<file path="src/rtl/axis_iic_cmd_packer.sv">
// Packs byte-wide I2C command packets into N_BYTES-wide AXI-Stream beats.
// The header byte rides in tuser; payload lanes are marked contiguously in tkeep.
module axis_iic_cmd_packer #(
    parameter int N_BYTES = 32
) (
    input  logic                 clk,
    input  logic                 resetn,
    input  logic [7:0]           s_axis_tdata,
    input  logic                 s_axis_tvalid,
    output logic                 s_axis_tready,
    input  logic                 s_axis_tlast,
    output logic [N_BYTES*8-1:0] m_axis_tdata,
    output logic [N_BYTES-1:0]   m_axis_tkeep,
    output logic [7:0]           m_axis_tuser,
    output logic                 m_axis_tvalid,
    input  logic                 m_axis_tready,
    output logic                 m_axis_tlast,
    output logic                 err_fmt
);

    localparam int CW = (N_BYTES > 1) ? $clog2(N_BYTES) : 1;

    typedef enum logic [2:0] {
        HDR_ST,
        WR_ST,
        RDLEN_ST,
        OUT_ST,
        DROP_ST
    } state_t;

    state_t        state;
    logic [CW-1:0] cnt;
    logic          s_acc;
    logic          len_ok;

    assign s_acc  = s_axis_tvalid & s_axis_tready;
    assign len_ok = (s_axis_tdata != 8'd0) && (32'(s_axis_tdata) <= 32'(N_BYTES));

    always_ff @(posedge clk or negedge resetn) begin
        if (!resetn) begin
            state         <= HDR_ST;
            cnt           <= '0;
            m_axis_tdata  <= '0;
            m_axis_tkeep  <= '0;
            m_axis_tuser  <= '0;
            m_axis_tvalid <= 1'b0;
            m_axis_tlast  <= 1'b0;
            s_axis_tready <= 1'b0;
            err_fmt       <= 1'b0;
        end else begin
            err_fmt <= 1'b0;
            case (state)
                HDR_ST: begin
                    s_axis_tready <= 1'b1;
                    if (s_acc) begin
                        m_axis_tuser <= s_axis_tdata;
                        if (s_axis_tlast) begin
                            if (s_axis_tdata[0]) begin
                                err_fmt <= 1'b1;
                            end else begin
                                // address probe: empty beat carrying only the header
                                m_axis_tkeep  <= '0;
                                m_axis_tlast  <= 1'b1;
                                m_axis_tvalid <= 1'b1;
                                s_axis_tready <= 1'b0;
                                state         <= OUT_ST;
                            end
                        end else begin
                            state <= s_axis_tdata[0] ? RDLEN_ST : WR_ST;
                        end
                    end
                end
                WR_ST: begin
                    s_axis_tready <= 1'b1;
                    if (s_acc) begin
                        for (int i = 0; i < N_BYTES; i++) begin
                            if (cnt == CW'(i)) begin
                                m_axis_tdata[8*i +: 8] <= s_axis_tdata;
                                m_axis_tkeep[i]        <= 1'b1;
                            end
                        end
                        cnt <= cnt + 1'b1;
                        if (s_axis_tlast || (cnt == CW'(N_BYTES - 1))) begin
                            m_axis_tlast  <= s_axis_tlast;
                            m_axis_tvalid <= 1'b1;
                            s_axis_tready <= 1'b0;
                            state         <= OUT_ST;
                        end
                    end
                end
                RDLEN_ST: begin
                    s_axis_tready <= 1'b1;
                    if (s_acc) begin
                        if (!s_axis_tlast) begin
                            err_fmt <= 1'b1;
                            state   <= DROP_ST;
                        end else if (len_ok) begin
                            m_axis_tdata  <= {{(N_BYTES*8-8){1'b0}}, s_axis_tdata};
                            m_axis_tkeep  <= N_BYTES'(1);
                            m_axis_tlast  <= 1'b1;
                            m_axis_tvalid <= 1'b1;
                            s_axis_tready <= 1'b0;
                            state         <= OUT_ST;
                        end else begin
                            err_fmt <= 1'b1;
                            state   <= HDR_ST;
                        end
                    end
                end
                OUT_ST: begin
                    if (m_axis_tready) begin
                        m_axis_tvalid <= 1'b0;
                        m_axis_tdata  <= '0;
                        m_axis_tkeep  <= '0;
                        m_axis_tlast  <= 1'b0;
                        cnt           <= '0;
                        s_axis_tready <= 1'b1;
                        // tuser is kept so a continuation beat reuses the same header
                        state         <= m_axis_tlast ? HDR_ST : WR_ST;
                    end
                end
                DROP_ST: begin
                    s_axis_tready <= 1'b1;
                    if (s_acc && s_axis_tlast) begin
                        state <= HDR_ST;
                    end
                end
                default: begin
                    s_axis_tready <= 1'b1;
                    state         <= HDR_ST;
                end
            endcase
        end
    end

endmodule

</file>
<file path="config.mk">
export PLATFORM = sky130hd
export DESIGN_NAME = axis_iic_cmd_packer
export DESIGN_NICKNAME = d
export VERILOG_FILES = /design/src/rtl/axis_iic_cmd_packer.sv
export SDC_FILE = /design/constraint.sdc
export NUM_CORES = 1
export LEC_CHECK = 0
export CAP_MARGIN = 25
export CORE_AREA = 10 10 190 147
export CTS_CLUSTER_SIZE = 8
export DETAILED_ROUTE_END_ITERATION = 10
export DIE_AREA = 0 0 200 157
export GPL_TIMING_DRIVEN = 0
export PLACE_DENSITY = 0.85
export SETUP_SLACK_MARGIN = 0.1
export SLEW_MARGIN = 10
export SYNTH_ARGS = -nofsm -noshare
export SYNTH_HDL_FRONTEND = slang
export SYNTH_SLANG_ARGS = --single-unit
</file>
<file path="constraint.sdc">
create_clock -name clk -period 7.05 [get_ports clk]
set_clock_uncertainty 0.15 [all_clocks]
set_input_delay 0.705 -clock clk [delete_from_list [all_inputs] [get_ports clk]]
set_output_delay 0.705 -clock clk [all_outputs]
set_load 0.03 [all_outputs]
</file>
==> load_flow_metrics.sql <==
INSERT INTO impl_metrics (metric_group, metric, value, unit) VALUES
('route', 'vias', '9283', ''),
('cts', 'cts.htree.levels', '2', ''),
('finish', 'final_layout_size_suffix_gt1_share', '27.4', '%'),
('global_routing', 'groute.usage.overall', '26.1', '%'),
('cts', 'cts.reportedPaths.clkPinSlew', '50', 'ps'),
('synth', 'synth_async_reset_ratio', '100', '%'),
('pwr', 'finalPower', '11.2', 'mW'),
('route', 'totalWireLength', '41600', 'um'),
('setup_path', 'cp-start-kind', 'primary input', ''),
('global_routing', 'globalRoute.totalOverflow', '0', ''),
('cts', 'ctsRootBufferMaster', 'sky130_fd_sc_hd__clkbuf_16', ''),
('cts', 'postCtsSetupRepairBufs', '0', ''),
('finish', 'syn2layout_area_growth', '37.0', '%'),
('die', 'fp-row-count', '50', ''),
('timing', 'max_slew.worst_pin.slew', '1030', 'ps'),
('global_routing', 'antenna_violations_before_repair', '1', ''),
('setup_path', 'critical_path.cell_chain', 'clkdlybuf4s50_1 > a21boi_0 > o211ai_1 > buf_1 > o2111ai_2 > mux2_2', ''),
('synth', 'yosysTopAreaCell', 'sky130_fd_sc_hd__dfrtp_1', ''),
('place', 'placed_area', '16500', 'um^2'),
('route', 'post_drt_via_cell_ratio', '5.75', ''),
('synth', 'synth.ff_latch_count', '308', ''),
('setup_path', 'cp_slowest_cell', 'sky130_fd_sc_hd__o211ai_1', ''),
('synth', 'synth.area.top_cells', 'sky130_fd_sc_hd__dfrtp_1, sky130_fd_sc_hd__mux2_2, sky130_fd_sc_hd__nor2_1', ''),
('die', 'start_util', '52.6', '%'),
('setup_path', 'worst-endpoint-arrival', '3790', 'ps'),
('pwr', 'combinationalPowerShare', '57.0', '%'),
('place', 'dpl.hpwl', '29400', 'um'),
('synth', 'post_synth_instance_area', '12900', 'um^2'),
('route', 'postRouteAntennaNets', '0', ''),
('cts', 'tritoncts', 'yes', ''),
('timing', 'maximum_achievable_frequency', '282', 'MHz'),
('timing', 'timing.final.crit_share', '50.4', '%'),
('synth', 'mapped_nets', '936', ''),
('die', 'floorplan.core_area', '24500', 'um^2'),
('cts', 'clock_sink_count', '308', ''),
('pwr', 'ir_worst_vdd', '0.360', 'mV'),
('timing', 'hold_viol', '0', ''),
('synth', 'synth.yosys.seq_area_share', '60.0', '%'),
('die', 'fp.dieH', '157', 'um'),
('pwr', 'internal_power', '6.38', 'mW'),
('pwr', 'leakagePower', '7.68', 'nW'),
('finish', 'fin_nets', '1296', ''),
('place', 'numPortBuffers', '311', ''),
('outcome', 'status', 'finished, final reports clean', ''),
('setup_path', 'crit_path_end_kind', 'register', ''),
('finish', 'antenna_cells_inserted', '0', ''),
('timing', 'drv_slew', '0', ''),
('timing', 'grt_setup_unrepaired', 'no', ''),
('setup_path', 'critical_path.max_fanout', '10', ''),
('synth', 'synth_cells', '917', ''),
('pwr', 'power.clock.fraction', '16.4', '%'),
('synth', 'synth_most_common_cell', 'sky130_fd_sc_hd__dfrtp_1', ''),
('setup_path', 'worstSetupPathType', 'in -> reg', ''),
('cts', 'cts_buffers', '44', ''),
('timing', 'max_slew_margin', '31.2', '%'),
('die', 'fp.dieW', '200', 'um'),
('finish', 'fillerInstances', '1634', ''),
('route', 'detail_route.first_pass.iterations', '6', ''),
('pwr', 'sequentialPowerShare', '26.6', '%'),
('timing', 'setup_viol', '0', ''),
('synth', 'netlist.area_leader.share', '60.0', '%'),
('setup_path', 'cp_data_required_time', '7290', 'ps'),
('synth', 'synth_top_flop_cell', 'sky130_fd_sc_hd__dfrtp_1', ''),
('synth', 'synth_common_cells', 'sky130_fd_sc_hd__dfrtp_1, sky130_fd_sc_hd__mux2_2, sky130_fd_sc_hd__nor2_1', ''),
('cts', 'clk_path_buf_depth', '3', ''),
('flow_run', 'cap_viol_max_count', '0', ''),
('global_routing', 'grt_start_max_net_pins', '116', ''),
('finish', 'layout.cell_area.non_filler', '17600', 'um^2'),
('finish', 'fin_util', '72.0', '%'),
('place', 'weighted_congestion_at_the_end_of_routability_driven_global_placement', '0.927', ''),
('global_routing', 'global_route_wire_length_before_repair', '61700', 'um');
worst paths after layout:
check | startpoint | to | slack, ps | depth (start not counted)
min | resetn | m_axis_tdata[143]$_DFFE_PN0P_ | 60 | 1
max reg2reg | state[0]$_DFFE_PN0P_ | m_axis_tdata[156]$_DFFE_PN0P_ | 3710 | 6
max in group asynchronous | resetn | m_axis_tdata[186]$_DFFE_PN0P_ | 5650 | 2
max | s_axis_tvalid | m_axis_tdata[156]$_DFFE_PN0P_ | 3500 | 6
min reg2reg | m_axis_tdata[77]$_DFFE_PN0P_ | m_axis_tdata[77]$_DFFE_PN0P_ | 350 | 1
min in group clk | s_axis_tdata[0] | m_axis_tdata[0]$_DFFE_PN0P_ | 320 | 3
worst max-delay path, delay by kind of cell:
kind	cells	cell delay [ps]
AO/OA/AOI/OAI	3	1440
buffers and inverters	2	1190
multiplexers	1	450
flip-flops by register name, indices dropped and copies added (netlist names):
signal / flops
m_axis_tuser: 8
err_fmt: 1
s_axis_tready: 1
state: 3
cnt: 5
m_axis_tdata: 256
m_axis_tkeep: 32
m_axis_tvalid: 1
m_axis_tlast: 1
power groups by stage:
stage                     Combinational, mW  Sequential (mW)  Clock (mW)
after global routing                   6.71             3.08        1.95
final                                  6.41             2.99        1.85
after detailed placement               6.38             2.99           0
after floorplan                        2.47             4.38           0
after CTS                              6.43             2.99        1.87
after global placement                 6.26             2.95           0
kinds of logic after synthesis:
logic type | count (synthesis) | synth area share, %
buffers and inverters | 82 | 2.80
muxes | 265 | 23.4
AOI/OAI and AO/OA | 98 | 6.59
DFF | 308 | 60.0
and+or+nand+nor | 156 | 6.57
xor gates and xnor gates | 2 | 0.136
adders and majority gates | 6 | 0.584
layout make-up:
class	count	area, um^2	share of cell area (%)
timing repair buffer	314	3180	18.0
tap	338	423	2.40
clock inverter	2	60.1	0.341
sequential	308	7710	43.7
multi-input combinational	527	4790	27.2
inverter	14	52.6	0.298
buffer	68	308	1.75
clock buffer	44	1100	6.25
through the flow:
stage	TNS, ps	hold WS, ps	setup WS (ps)	instances
2_1_floorplan	0	259	4020	917
3_3_place_gp	-2457980	332	-8010	1566
3_5_place_dp	0	341	3140	1569
4_1_cts	0	97.4	3650	1615
5_1_grt	0	119	3400	1615
6_report	0	59.1	3500	1615
routing by layer:
metal / GRT usage, % / up-vias / wire length, um
met4: 7.59 / 0 / 1050
met1: 34.3 / 4792 / 17300
met3: 8.92 / 67 / 4250
met5: 0 / - / 0
met2: 40.2 / 426 / 19000
li1: - / 3998 / -
cell usage in the layout, fill, tap and decap left out, drive strengths merged, types with 2 or more instances in the layout:
| cell | instances |
|---|---|
| and2 | 8 |
| clkdlybuf4s50 | 310 |
| o2111a | 5 |
| a21oi | 14 |
| o21ai | 15 |
| o31ai | 2 |
| clkbuf | 92 |
| nand2 | 25 |
| a41oi | 30 |
| nor3 | 13 |
| a2bb2oi | 3 |
| o2111ai | 15 |
| buf | 24 |
| nor2 | 72 |
| o211ai | 3 |
| nor2b | 2 |
| or4 | 2 |
| nor4 | 5 |
| dfrtp | 308 |
| mux2 | 256 |
| nand3b | 4 |
| xor2 | 2 |
| or2 | 2 |
| ha | 6 |
| or3 | 4 |
| mux2i | 9 |
| a21o | 2 |
| nand3 | 4 |
| nand2b | 8 |
| a2111o | 2 |
| nand4 | 2 |
| inv | 14 |
Note: power is estimated with default switching activity, not from simulation.
